**src/rtl/score_pkg.sv**
```systemverilog
`default_nettype none
// ============================================================================
//  Module      : score_pkg
//  Description : Shared sizes, 7-segment decode table and segment rectangles
//                for the score banner overlay.
//  Revision    : 1.0 - initial release
// ============================================================================
package score_pkg;

    localparam int COLOR_W = 8;
    localparam int LABEL_W = 32;
    localparam int LABEL_H = 32;
    localparam int DIGIT_W = 8;
    localparam int DIGIT_H = 16;
    localparam int SEG_N   = 7;

    // Lit segments per decimal digit, segment a in bit 6 down to g in bit 0
    localparam logic [6:0] SEG_LUT [0:9] = '{
        7'b1111110,  // 0
        7'b0110000,  // 1
        7'b1101101,  // 2
        7'b1111001,  // 3
        7'b0110011,  // 4
        7'b1011011,  // 5
        7'b1011111,  // 6
        7'b1110000,  // 7
        7'b1111111,  // 8
        7'b1111011   // 9
    };

    // Inclusive column/row bounds of one segment inside the 8x16 digit box
    typedef struct packed {
        logic [3:0] c_lo;
        logic [3:0] c_hi;
        logic [3:0] r_lo;
        logic [3:0] r_hi;
    } seg_rect_t;

    // Index 0 is segment a, index 6 is segment g
    localparam seg_rect_t SEG_RECT [0:SEG_N-1] = '{
        '{4'd1, 4'd6, 4'd0,  4'd1 },  // a
        '{4'd6, 4'd7, 4'd1,  4'd7 },  // b
        '{4'd6, 4'd7, 4'd8,  4'd14},  // c
        '{4'd1, 4'd6, 4'd14, 4'd15},  // d
        '{4'd0, 4'd1, 4'd8,  4'd14},  // e
        '{4'd0, 4'd1, 4'd1,  4'd7 },  // f
        '{4'd1, 4'd6, 4'd7,  4'd8 }   // g
    };

    // Bit mask with bits lo..hi set; turns a bound pair into a lookup vector
    function automatic logic [15:0] span_mask(input logic [3:0] lo, input logic [3:0] hi);
        logic [15:0] m;
        m = '0;
        for (int i = 0; i < 16; i++) begin
            if ((i >= int'(lo)) && (i <= int'(hi))) m[i] = 1'b1;
        end
        return m;
    endfunction

endpackage
`default_nettype wire

```
**src/rtl/score_digit_seg.sv**
```systemverilog
`default_nettype none
// ============================================================================
//  Module      : score_digit_seg
//  Description : Combinational 7-segment hit test for one local (c,r)
//                position inside an 8x16 digit box.
//  Revision    : 1.0 - initial release
// ============================================================================
module score_digit_seg
    import score_pkg::*;
(
    input  logic [3:0] digit,
    input  logic [2:0] c,
    input  logic [3:0] r,
    output logic       hit
);

    logic [SEG_N-1:0] w_segs;
    logic [SEG_N-1:0] w_in_rect;

    // Decode the digit; out-of-range values draw nothing
    always_comb begin
        w_segs = '0;
        if (digit <= 4'd9) w_segs = SEG_LUT[digit];
    end

    for (genvar i = 0; i < SEG_N; i++) begin : g_seg
        localparam logic [15:0] c_col_mask = span_mask(SEG_RECT[i].c_lo, SEG_RECT[i].c_hi);
        localparam logic [15:0] c_row_mask = span_mask(SEG_RECT[i].r_lo, SEG_RECT[i].r_hi);
        assign w_in_rect[SEG_N-1-i] = c_col_mask[{1'b0, c}] & c_row_mask[r];
    end

    assign hit = |(w_segs & w_in_rect);

endmodule
`default_nettype wire

```
**src/rtl/score_overlay.sv**
```systemverilog
`default_nettype none
// ============================================================================
//  Module      : score_overlay
//  Description : Score banner for the tic-tac-toe VGA display. Keeps the win
//                counters, addresses the label glyph ROM and merges the ROM
//                colour with two drawn 7-segment digits (2-clock latency).
//  Revision    : 1.0 - initial release
// ============================================================================
module score_overlay
    import score_pkg::*;
#(
    parameter logic [9:0]         LABEL_X0  = 10'd16,
    parameter logic [9:0]         LABEL_Y0  = 10'd16,
    parameter logic [9:0]         DIGIT_GAP = 10'd4,
    parameter logic [COLOR_W-1:0] X_COLOR   = 8'hE0,
    parameter logic [COLOR_W-1:0] O_COLOR   = 8'h03,
    parameter logic [COLOR_W-1:0] BG_COLOR  = 8'h00
) (
    input  logic               clk,
    input  logic               rst,
    input  logic               x_win,
    input  logic               o_win,
    input  logic               score_clr,
    input  logic [9:0]         pix_x,
    input  logic [9:0]         pix_y,
    input  logic               video_on,
    output logic [9:0]         rom_addr,
    input  logic [COLOR_W-1:0] rom_data,
    output logic [COLOR_W-1:0] pixel_out,
    output logic [3:0]         x_score,
    output logic [3:0]         o_score
);

    localparam logic [9:0] c_x_box_x0 = LABEL_X0 + 10'(LABEL_W) + DIGIT_GAP;
    localparam logic [9:0] c_o_box_x0 = c_x_box_x0 + 10'(DIGIT_W) + DIGIT_GAP;

    logic               r_x_win_d, r_o_win_d;
    logic [3:0]         r_x_score, r_o_score;
    logic [9:0]         r_rom_addr;
    logic               r_in_label_d, r_x_hit_d, r_o_hit_d, r_video_on_d;
    logic [COLOR_W-1:0] r_pixel_out;

    logic       w_inc_x, w_inc_o;
    logic [9:0] w_dx, w_dy, w_xdx, w_odx;
    logic       w_in_label, w_in_row, w_x_box, w_o_box;
    logic       w_x_seg, w_o_seg;

    assign w_inc_x = x_win & ~r_x_win_d;
    assign w_inc_o = o_win & ~r_o_win_d;

    // Previous win levels so a held level counts only once
    always_ff @(posedge clk or posedge rst) begin
        if (rst) begin
            r_x_win_d <= 1'b0;
            r_o_win_d <= 1'b0;
        end else begin
            r_x_win_d <= x_win;
            r_o_win_d <= o_win;
        end
    end

    // Saturating win counters; clear beats any increment
    always_ff @(posedge clk or posedge rst) begin
        if (rst) begin
            r_x_score <= 4'd0;
            r_o_score <= 4'd0;
        end else if (score_clr) begin
            r_x_score <= 4'd0;
            r_o_score <= 4'd0;
        end else begin
            if (w_inc_x && (r_x_score != 4'd9)) r_x_score <= r_x_score + 4'd1;
            if (w_inc_o && (r_o_score != 4'd9)) r_o_score <= r_o_score + 4'd1;
        end
    end

    // Window offsets wrap to large values left of/above each feature
    assign w_dx       = pix_x - LABEL_X0;
    assign w_dy       = pix_y - LABEL_Y0;
    assign w_xdx      = pix_x - c_x_box_x0;
    assign w_odx      = pix_x - c_o_box_x0;
    assign w_in_label = (w_dx < 10'(LABEL_W)) && (w_dy < 10'(LABEL_H));
    assign w_in_row   = (w_dy < 10'(DIGIT_H));
    assign w_x_box    = w_in_row && (w_xdx < 10'(DIGIT_W));
    assign w_o_box    = w_in_row && (w_odx < 10'(DIGIT_W));

    score_digit_seg u_x_digit (
        .digit (r_x_score),
        .c     (w_xdx[2:0]),
        .r     (w_dy[3:0]),
        .hit   (w_x_seg)
    );

    score_digit_seg u_o_digit (
        .digit (r_o_score),
        .c     (w_odx[2:0]),
        .r     (w_dy[3:0]),
        .hit   (w_o_seg)
    );

    // Stage 1: ROM address plus the hit flags that travel alongside it
    always_ff @(posedge clk or posedge rst) begin
        if (rst) begin
            r_rom_addr   <= '0;
            r_in_label_d <= 1'b0;
            r_x_hit_d    <= 1'b0;
            r_o_hit_d    <= 1'b0;
            r_video_on_d <= 1'b0;
        end else begin
            r_rom_addr   <= w_in_label ? {w_dy[4:0], w_dx[4:0]} : 10'd0;
            r_in_label_d <= w_in_label;
            r_x_hit_d    <= w_x_box && w_x_seg;
            r_o_hit_d    <= w_o_box && w_o_seg;
            r_video_on_d <= video_on;
        end
    end

    // Stage 2: colour merge, blanking first, then label, X digit, O digit
    always_ff @(posedge clk or posedge rst) begin
        if (rst) begin
            r_pixel_out <= '0;
        end else if (!r_video_on_d) begin
            r_pixel_out <= '0;
        end else if (r_in_label_d) begin
            r_pixel_out <= rom_data;
        end else if (r_x_hit_d) begin
            r_pixel_out <= X_COLOR;
        end else if (r_o_hit_d) begin
            r_pixel_out <= O_COLOR;
        end else begin
            r_pixel_out <= BG_COLOR;
        end
    end

    assign rom_addr  = r_rom_addr;
    assign pixel_out = r_pixel_out;
    assign x_score   = r_x_score;
    assign o_score   = r_o_score;

endmodule
`default_nettype wire

```
**config.mk**
```make
export PLATFORM = sky130hd
export DESIGN_NAME = score_overlay
export DESIGN_NICKNAME = d
export VERILOG_FILES = /design/src/rtl/score_pkg.sv /design/src/rtl/score_digit_seg.sv /design/src/rtl/score_overlay.sv
export SDC_FILE = /design/constraint.sdc
export NUM_CORES = 1
export LEC_CHECK = 0
export CAP_MARGIN = 40
export CORE_MARGIN = 2
export CORE_UTILIZATION = 25
export CTS_CLUSTER_SIZE = 30
export DETAILED_ROUTE_END_ITERATION = 6
export GPL_TIMING_DRIVEN = 0
export SKIP_LAST_GASP = 1
export SLEW_MARGIN = 10
export SYNTH_ARGS = -nofsm -noshare
export SYNTH_HDL_FRONTEND = slang
export SYNTH_SLANG_ARGS = --single-unit
```
**constraint.sdc**
```tcl
create_clock -name clk -period 2.4 [get_ports clk]
set_input_delay 0.6 -clock clk [delete_from_list [all_inputs] [get_ports clk]]
set_output_delay 0.6 -clock clk [all_outputs]
set_load 0.02 [all_outputs]
```
### After elaboration in Yosys (flattened, before gate mapping)

Memories as Yosys holds them, arrays and structs flattened.
Cells that the tools add are included.

| storage, ports and cells | value |
|---|---|
| register bits after elaboration | 32 |
| memory bits (read-only) | 352 |
| bits of input ports | 34 |
| output and inout port bits | 26 |
| logic and storage cells | 102 |
| memories | 13 |

Memories:

| memory | words | width | rd ports | clocked after memory_dff | wr ports | RTL line | source |
|---|---|---|---|---|---|---|---|
| (no name shown) | 16 | 7 | 1 | 0 | 0 | score_digit_seg.sv:23 | `if (digit <= 4'd9) w_segs = SEG_LUT[digit];` |
| (no name shown) | 16 | 7 | 1 | 0 | 0 | score_digit_seg.sv:23 |  |
| (no name shown) | 16 | 1 | 1 | 0 | 0 | score_digit_seg.sv:29 | `assign w_in_rect[SEG_N-1-i] = c_col_mask[{1'b0, c}] & c_row_mask[r];` |
| (no name shown) | 16 | 1 | 1 | 0 | 0 | score_digit_seg.sv:29 |  |
| (no name shown) | 16 | 1 | 1 | 0 | 0 | score_digit_seg.sv:29 |  |
| (no name shown) | 16 | 1 | 1 | 0 | 0 | score_digit_seg.sv:29 |  |
| +7 memories | -- | -- | -- | -- | -- | -- |  |

| operators by class | value |
|---|---|
| add/sub/neg operators | 6 |
| magnitude comparators | 12 |
| eq/ne operators | 2 |
| mux-type cells | 26 |
| bitwise logic cells | 22 |
| reductions and logical operators | 11 |

Operators by type and width:

| operator | number |
|---|---|
| 7-bit two-way mux | 6 |
| 8-bit two-way mux | 3 |
| 10-bit by 4-bit < comparator with 1-bit output, second input constant | 2 |
| 10-bit by 6-bit < comparator with 1-bit output, second input constant | 2 |
| 10-bit by 5-bit subtractor with 10-bit output, second input constant | 2 |
| 1-bit AND | 16 |
| 4-bit two-way mux | 4 |
| 7-bit AND | 2 |
| 7-bit OR reduction | 2 |
| 1-bit two-way mux | 11 |
| 5-bit greater-or-equal comparator, second input constant | 2 |
| 10-bit by 5-bit < comparator with 1-bit output, second input constant | 1 |
| 3-bit by 5-bit < comparator with 1-bit output, second input constant | 2 |
| 10-bit two-way mux | 1 |
| 4-bit inverter with 5-bit output | 2 |
| 10-bit by 6-bit subtractor with 10-bit output, second input constant | 1 |
| 10-bit by 7-bit subtractor with 10-bit output, second input constant | 1 |
| 4-bit by 1-bit adder with 4-bit output, second input constant | 2 |
| 4-bit less-or-equal comparator, second input constant | 2 |
| 4-bit != test, second input constant | 2 |
| 1-bit logical AND | 7 |
| 4-bit by 5-bit < comparator with 1-bit output, second input constant | 1 |
| 2-bit nonzero test | 2 |
| 2-bit two-way mux | 1 |
| 1-bit inverter | 2 |

### Depth between registers and ports, before layout

| logic depth | value |
|---|---|
| depth after elaboration | 8 |
| gate-level depth with buffers | 7 |
| mapped depth without buffers | 7 |

### Hierarchy

Synthesis repeated with hierarchy kept, for this count alone.

| unflattened totals | value |
|---|---|
| cell total of the unflattened synthesis | 217 |
| area, all modules | 2117.0 um^2 |

Modules (own cells, without submodules):

| module | times used | cells each | area an instance (um^2) | sequential area each (um^2) |
|---|---|---|---|---|
| score_overlay | 1 | 135 | 1491.4 | 800.8 |
| score_digit_seg at u_o_digit | 1 | 41 | 316.6 | 0.0 |
| score_digit_seg at u_x_digit | 1 | 41 | 309.0 | 0.0 |

### Least setup slack after synthesis

OpenSTA, ideal clock, no wires.

| timing | value |
|---|---|
| kind | reg-to-reg |
| start | reg r_x_score[0] (netlist: x_score[0]) |
| end | reg r_x_hit_d |
| library setup time | 99 ps |
| arrival time | 1903 ps |
| data required time | 2301 ps |
| slack | 398 ps |
| cell stages (with the launch flop) | 6 |
| buffers on the path | 0 |
| period minus slack after synthesis | 2002 ps |
| path through | dfrtp_1 inv_1 ha_1 and4b_1 or4_1 a311oi_1 |

| between the ends | value |
|---|---|
| cells in the longest elaborated chain, start to end | 8 |
| elaborated cells on any way between the ends | 9 |
| those cells by class | 1 x order compare; 3 x mux; 2 x bitwise; 2 x reduce/logical; 1 x memory |

RTL lines:

| element | RTL line | source |
|---|---|---|
| start, declared | score_overlay.sv:38 | `logic [3:0] r_x_score, r_o_score;` |
| start signal, assigned | score_overlay.sv:71 | `if (w_inc_x && (r_x_score != 4'd9)) r_x_score <= r_x_score + 4'd1;` |
| 4-bit inverter with 5-bit output (implied by the code) | score_digit_seg.sv:23 |  |
| memory read 16 x 7 bit | -- |  |
| 7-bit two-way mux (implied by the code) (2 in series) | score_digit_seg.sv:23 |  |
| 7-bit two-way mux (*) | score_digit_seg.sv:23 |  |
| 7-bit AND (*) | score_digit_seg.sv:32 | `assign hit = \|(w_segs & w_in_rect);` |
| 7-bit OR reduction (*) | score_digit_seg.sv:32 |  |
| 1-bit logical AND (*) | score_overlay.sv:111 | `r_x_hit_d <= w_x_box && w_x_seg;` |
| end signal, assigned | score_overlay.sv:111 |  |
| end, declared | score_overlay.sv:40 | `logic r_in_label_d, r_x_hit_d, r_o_hit_d, r_video_on_d;` |

Mark *: on every way between the ends. The rest lies on a longest branch, timed or not. The select of a mux whose other input is x is not followed.
A chain may end at the register's enable or synchronous reset.

### Worst setup path in the final report

| timing | value |
|---|---|
| start | in pix_y[1] |
| end | reg r_x_hit_d |

| between the ends | value |
|---|---|
| cells in the longest elaborated chain, start to end | 7 |
| elaborated cells on any way between the ends | 23 |
| those cells by class | 1 x add/sub; 1 x order compare; 5 x mux; 8 x bitwise; 3 x reduce/logical; 5 x memory |

RTL lines:

| element | RTL line | source |
|---|---|---|
| start, declared | score_overlay.sv:25 | `input logic [9:0] pix_y,` |
| 10-bit by 5-bit subtractor with 10-bit output (*) | score_overlay.sv:78 | `assign w_dy = pix_y - LABEL_Y0;` |
| memory read 16 x 1 bit | -- |  |
| 1-bit two-way mux | -- |  |
| 1-bit AND | score_digit_seg.sv:29 |  |
| 7-bit AND | score_digit_seg.sv:32 |  |
| 7-bit OR reduction | score_digit_seg.sv:32 |  |
| 1-bit logical AND (*) | score_overlay.sv:111 |  |

Marked as above.

==> flow_metrics.tcl <==
set metrics [dict create \
    leakagePower_nw 1.196 \
    root_buffer "clkbuf_8" \
    yosysWarnings 0 \
    route.detailed.wl_per_inst_um 12.24 \
    setup_violations 0 \
    async_flop_share 1.000 \
    layout_common_cells "56 x clkdlybuf4s50_1, 32 x dfrtp_1, 18 x ha_1" \
    slowest_delay_ns 0.52 \
    ys_dominant_reg_cell "dfrtp_1" \
    clock_skew_ns 0.01386 \
    post_synth_instance_area_mm2 0.001977 \
    floorplan.io_pins 60 \
    synth_adder_area_share 0.1139 \
    largest_family_of_logic_cells_by_synthesized_area "simple AND/OR/NAND/NOR gates" \
    drt-initial-drc-count 53 \
    power_density_over_cell_area_mw_per_mm2 464.4 \
    antennaDiodeCount 0 \
    synthCells 204 \
    worstPathRequired_ns 2.60 \
    sequential_to_total_area_share_from_yosys_stat 0.4051 \
    power.ir.vdd_worst_v 0.0002514 \
    crit_path_end_kind "flop" \
    layout.filler_cells 814 \
    postRouteWirelength_mm 4.529 \
    fin_setup_tns_ns 0 \
    critical_path_slowest_stage_cell "clkdlybuf4s50_1" \
    dpl.hpwl_mm 3.413 \
    timing.max_slew.rel_slack 0.5543 \
    path_cells "clkdlybuf4s50_1 > nand3_2 > nand2_2 > and4b_1 > or4_1 > a311oi_1" \
    core_region_area_mm2 0.007687 \
    syn_avg_cell_area_um2 9.691 \
    die-height_um 92.93 \
    groute.usage.overall 0.1104 \
    path_clk_slew_ns 0.08 \
    maximum_number_of_pins_on_one_net_before_global_route_repair 33 \
    synth_compound_area_frac 0.1278 \
    count_of_tritonroute_iterations_in_the_first_routing_pass 5 \
    reg2reg_from "x_score[0]" \
    critPathLaunchType "input pin" \
    wire_length_of_the_first_global_routing_pass_mm 7.555 \
    timing.final.crit_share 0.8822 \
    rows 32 \
    timing_worst_setup_path_type "input pin to flop" \
    drt.antenna.violating_nets 0 \
    hold_ws_ns 0.5428 \
    route.detailed.vias_per_inst 4.381 \
    worst_pin_slew_ns 0.6675 \
    drcViolationCount 0 \
    critPathTopFamily "simple AND/OR/NAND/NOR gates" \
    proportion_of_layout_cells_with_a_drive_suffix_above_1 0.07836 \
    antenna_violations_before_repair 0 \
    synth-simple-area-share 0.2348 \
    fp.dieArea_mm2 0.008635 \
    htree_num_levels 2 \
    period_needed_ns 2.117 \
    timing.max_cap.violations 0 \
    min_path_type "flop to flop" \
    numClockSinks 32 \
    place.port_buffers 56 \
    post-cts-setup-buffers 0 \
    cts_inserted_buffers 5 \
    holdBufCountCts 0 \
    synth_cell_type_count 47 \
    dieWidth_um 92.93 \
    synth_seq_cells 32 \
    postSynthNetCount 256 \
    final_net_count 319 \
    timing_max_transition_violations_final 0 \
    timing.final.hold_violations 0 \
    cts_tree "done" \
    clock_tree.buffer_depth 2 \
    f_max_ghz 0.4723 \
    rsz_0062_raised_after_global_routing "no" \
    gp_congestion 0.8134 \
    gr-total-overflow 0 \
    arrival_ns 2.32 \
    worstSkewPairLatency_ns 0.29 \
    synth_edf_count 0 \
    area_delta_synth_final_pct 40.25 \
    hold_start "r_o_hit_d" \
    mostFrequentLayoutCell "clkdlybuf4s50_1" \
    routed-via-count 1621 \
    outcome "finished clean" \
    post_synth_xor_area_fraction 0.05316 \
    worstSetupStartpoint "pix_y[1]" \
    grt_pass1_vias 1632 \
    worst-path-buf-inv 1 \
    initial_utilization 0.2572 \
    cts.repair.resized 0 \
    timing.critical_path.fanout_max 6 \
    synth.area.mux_share 0.01013 \
]
## report_power, final
group	leakage [nW]	total, mW	switching, mW	internal [mW]
clock	0.0552	0.524	0.215	0.308
combinational	0.702	0.206	0.102	0.104
sequential	0.439	0.558	0.0120	0.546
total	1.20	1.29	0.329	0.959
## worst paths after layout
kind | end | slack (ns) | cells past startpoint
max in group asynchronous | pixel_out[1] | 1.23 | 2
min in group asynchronous | r_x_hit_d | 0.73 | 2
setup / recovery | r_x_hit_d | 0.28 | 6
hold reg to reg | pixel_out[0] | 0.54 | 2
hold / removal | pixel_out[0] | 0.54 | 2
setup reg to reg | r_x_hit_d | 0.33 | 5
## metal layers
metal,vias up,track usage,share of wire
li1,830,-,-
met1,743,0.1401,0.48
met5,-,0,0
met2,44,0.1818,0.46
met3,4,0.02929,0.057
met4,0,0.03676,0.011
## cells by family after synthesis
logic type / count (synthesis)
DFF: 32
buffers and inverters: 21
adders and majority gates: 18
and+or+nand+nor: 84
muxes: 2
AOI/OAI and AO/OA: 35
xor gates and xnor gates: 12
## per-stage QoR
| step | std cells | power [mW] | worst slack, ns | util | cell area, µm² |
|---|---|---|---|---|---|
| global placement | 362 | 0.7729 | -0.02522 | 0.3467 | 2665 |
| finish | 370 | 1.288 | 0.2827 | 0.3607 | 2773 |
| detailed placement | 362 | 0.7750 | -0.02089 | 0.3467 | 2665 |
| global route | 370 | 1.352 | 0.2291 | 0.3607 | 2773 |
| floorplan | 204 | 0.6776 | 0.3980 | - | 1977 |
| CTS | 370 | 1.304 | 0.2870 | 0.3607 | 2773 |
## flip-flops by register name, indices dropped and copies added, names as in the netlist
register,cells
o_score,4
r_x_win_d,1
rom_addr,10
x_score,4
r_o_win_d,1
r_in_label_d,1
r_o_hit_d,1
r_video_on_d,1
r_x_hit_d,1
pixel_out,8
## synth_stat cells, types with 2 or more instances
library cell	count	area, µm²
o21ai_0	6	30.03
a21oi_1	7	35.03
a211oi_1	3	22.52
buf_2	2	10.01
and4b_1	2	20.02
nand3b_1	2	15.01
nor2_1	17	63.81
mux2i_1	2	20.02
xor2_1	5	43.79
clkbuf_1	3	11.26
dfrtp_1	32	800.8
nand3_1	4	20.02
ha_1	18	225.2
and2_1	6	37.54
inv_1	13	48.80
nand2_1	14	52.55
o31ai_1	3	22.52
and3_1	5	31.28
nor2b_1	7	43.79
nand4_1	2	12.51
or4_1	2	15.01
nor3_1	11	55.05
a21boi_0	5	37.54
xnor2_1	7	61.31
nand2b_1	4	25.02
## layout make-up
class | instances | area, µm² | area share
Multi-Input combinational cell | 151 | 1067 | 0.3849
Clock inverter | 2 | 35.03 | 0.01264
Buffer | 8 | 60.06 | 0.02166
Inverter | 13 | 48.80 | 0.01760
Timing Repair Buffer | 56 | 560.5 | 0.2022
Clock buffer | 6 | 72.57 | 0.02617
Tap cell | 102 | 127.6 | 0.04603
Sequential cell | 32 | 800.8 | 0.2888
## worst reg2reg max path, delay by kind of cell, from the launching register on
family,cells,cell delay [ns]
buffers and inverters,1,0.13
adders and majority gates,1,0.36
AOI/OAI and AO/OA,1,0.27
and+or+nand+nor,2,0.71
DFF,1,0.51
Power figures use the tool's default switching activity.
==> RTL edit (config.mk and constraints unchanged) <==
Take the reset off `r_rom_addr` and load it in a clocked block of its own.
--- a/src/rtl/score_overlay.sv
+++ b/src/rtl/score_overlay.sv
@@ -100,18 +100,20 @@
     // Stage 1: ROM address plus the hit flags that travel alongside it
     always_ff @(posedge clk or posedge rst) begin
         if (rst) begin
-            r_rom_addr   <= '0;
             r_in_label_d <= 1'b0;
             r_x_hit_d    <= 1'b0;
             r_o_hit_d    <= 1'b0;
             r_video_on_d <= 1'b0;
         end else begin
-            r_rom_addr   <= w_in_label ? {w_dy[4:0], w_dx[4:0]} : 10'd0;
             r_in_label_d <= w_in_label;
             r_x_hit_d    <= w_x_box && w_x_seg;
             r_o_hit_d    <= w_o_box && w_o_seg;
             r_video_on_d <= video_on;
         end
+    end
+
+    always_ff @(posedge clk) begin
+        r_rom_addr <= w_in_label ? {w_dy[4:0], w_dx[4:0]} : 10'd0;
     end
 
     // Stage 2: colour merge, blanking first, then label, X digit, O digit
Behaviour: not the same (Yosys sat finds a counterexample within 4 cycles, from zero or initial values and one cycle with rst high).
==> RTL edit against the original RTL <==
- die area fell by 1.2%
- routed wire length rose by 2.3%
- via count rose by 4.2%
- highest routed layer unchanged
- design area fell by 1.1%
- sequential cell count did not move
- utilization fell by 0.20 points
- area after synthesis fell by 1.3%
- critical endpoint is now rom_addr[8]
- total power fell by 8.0%
- critical path type unchanged
- first-iteration DRC count rose by 38%
- worst hold slack got worse by 0.0083 ns
- maximum frequency rose by 1.1%
- clock power fell by 22%
- setup slack improved by 0.023 ns
- synthesized cell count rose by 3.9%
==> RTL edit: results (changes against the original RTL) <==
- R2R Path End: r_o_hit_d (was r_x_hit_d)
- First-pass GRT wire length: 7624 um (was 7555 um)
- Worst r2r src: o_score[0] (was x_score[0])
- Hold WC Path Type: flop to flop (unchanged)
- Register area share after synthesis: 0.3846 (was 0.4051)
- Largest net degree at the start of global routing: 13 (was 33)
- Met2 wire len: 2191 um (was 2066 um)
- GR Layer Usage met3: 0.03092 (was 0.02929)
- Fillers: 780 (was 814)
- Post-CTS setup buffers: 0 (unchanged)
- M1 GR Usage: 0.1438 (was 0.1401)
- Tcrit/Tclk final: 0.8728 (was 0.8822)
- Placement Setup Slack: -0.004588 ns (was -0.02089 ns)
- LEAKAGE: 1.124 nW (was 1.196 nW)
- Layout cells sized above 1: 0.08664 (was 0.07836)
- Final HPWL DP: 3675 um (was 3413 um)
- Cell count after synthesis: 212 (was 204)
- Worst slew margin: 0.6735 (was 0.5543)
- WL met3: 273 um (was 257 um)
- Min-Delay Endpoint: pixel_out[0] (unchanged)
- Data arrival, critical path: 2.27 ns (was 2.32 ns)
- Final estimated routing congestion in global placement: 0.8219 (was 0.8134)
- Post-synth net total: 265 (was 256)
- Nets@finish: 329 (was 319)
- CTS Buffer Depth: 2 (unchanged)
- Skew-Pair Late Insertion Delay: 0.28 ns
- Vias in the first global route: 1631 (was 1632)
- Non-filler instance count after layout: 379 (was 370)
- Drt wl/cell: 12.23 um (was 12.24 um)
- Clk_skew: 0.003748 ns (was 0.01386 ns)
- M2 GR Usage: 0.1813 (was 0.1818)
- Slowest CP cell: clkdlybuf4s50_1 (unchanged)
- Delay-heaviest family, CP: buffers and inverters (was simple AND/OR/NAND/NOR gates)
- Initial antenna violation count: 0 (unchanged)
- Crit-path max cell delay: 0.62 ns (was 0.52 ns)
- Drt initial violations: 73 (was 53)
- Top post-synthesis cells by count: dfrtp_1, nor2_1, ha_1 (was dfrtp_1, ha_1, nor2_1)
- Reg2Reg Depth: 7 (was 5)
- GRT Overall Usage: 0.1108 (was 0.1104)
- Worst vdd ir: 0.2420 mV (was 0.2514 mV)
- Placed Cells: 371 (was 362)
- Wl on met1: 2131 um (was 2156 um)
- Post-DP Area: 0.002655 mm^2 (was 0.002665 mm^2)
- Top post-synthesis cells by area: dfrtp_1, ha_1, dfxtp_1 (was dfrtp_1, ha_1, nor2_1)
- Crit-path max FO: 7 (was 6)
- DR vias/cell: 4.456 (was 4.381)
- FF-to-FF setup slack: 0.43 ns (was 0.33 ns)
- CP startpoint: pix_x[4] (was pix_y[1])
- Status: completed (unchanged)
- Hold Slack: 0.5344 ns (was 0.5428 ns)
- CP endpoint: rom_addr[8] (was r_x_hit_d)
- Async set-reset flop share out of synthesis: 0.6875 (was 1.000)
- First-pass DRT Iterations: 4 (was 5)
-- RTL edit: power breakdown --
| part | total [W] | switching, W | internal, W |
|---|---|---|---|
| combinational | 0.000220 | 0.000109 | 0.000111 |
| sequential | 0.000556 | 0.0000121 | 0.000544 |
| clock | 0.000408 | 0.000207 | 0.000202 |
-- RTL edit: logic make-up after synthesis --
group	share of synthesized area
adder cells (fa/ha/maj)	0.1218
AO/OA/AOI/OAI	0.1558
multiplexers	0.01026
flip-flops	0.3846
XOR/XNOR	0.03590
AND/OR/NAND/NOR	0.2340
buffers and inverters	0.05768
-- RTL edit: cell type report --
cell class | count | area (um^2) | area share
multi-input combinational | 157 | 1089 | 0.3969
sequential | 32 | 750.7 | 0.2737
timing repair buffer | 57 | 575.6 | 0.2099
tap | 102 | 127.6 | 0.04653
clock buffer | 5 | 68.82 | 0.02509
buffer | 8 | 56.30 | 0.02053
inverter | 15 | 56.30 | 0.02053
clock inverter | 3 | 18.77 | 0.006843
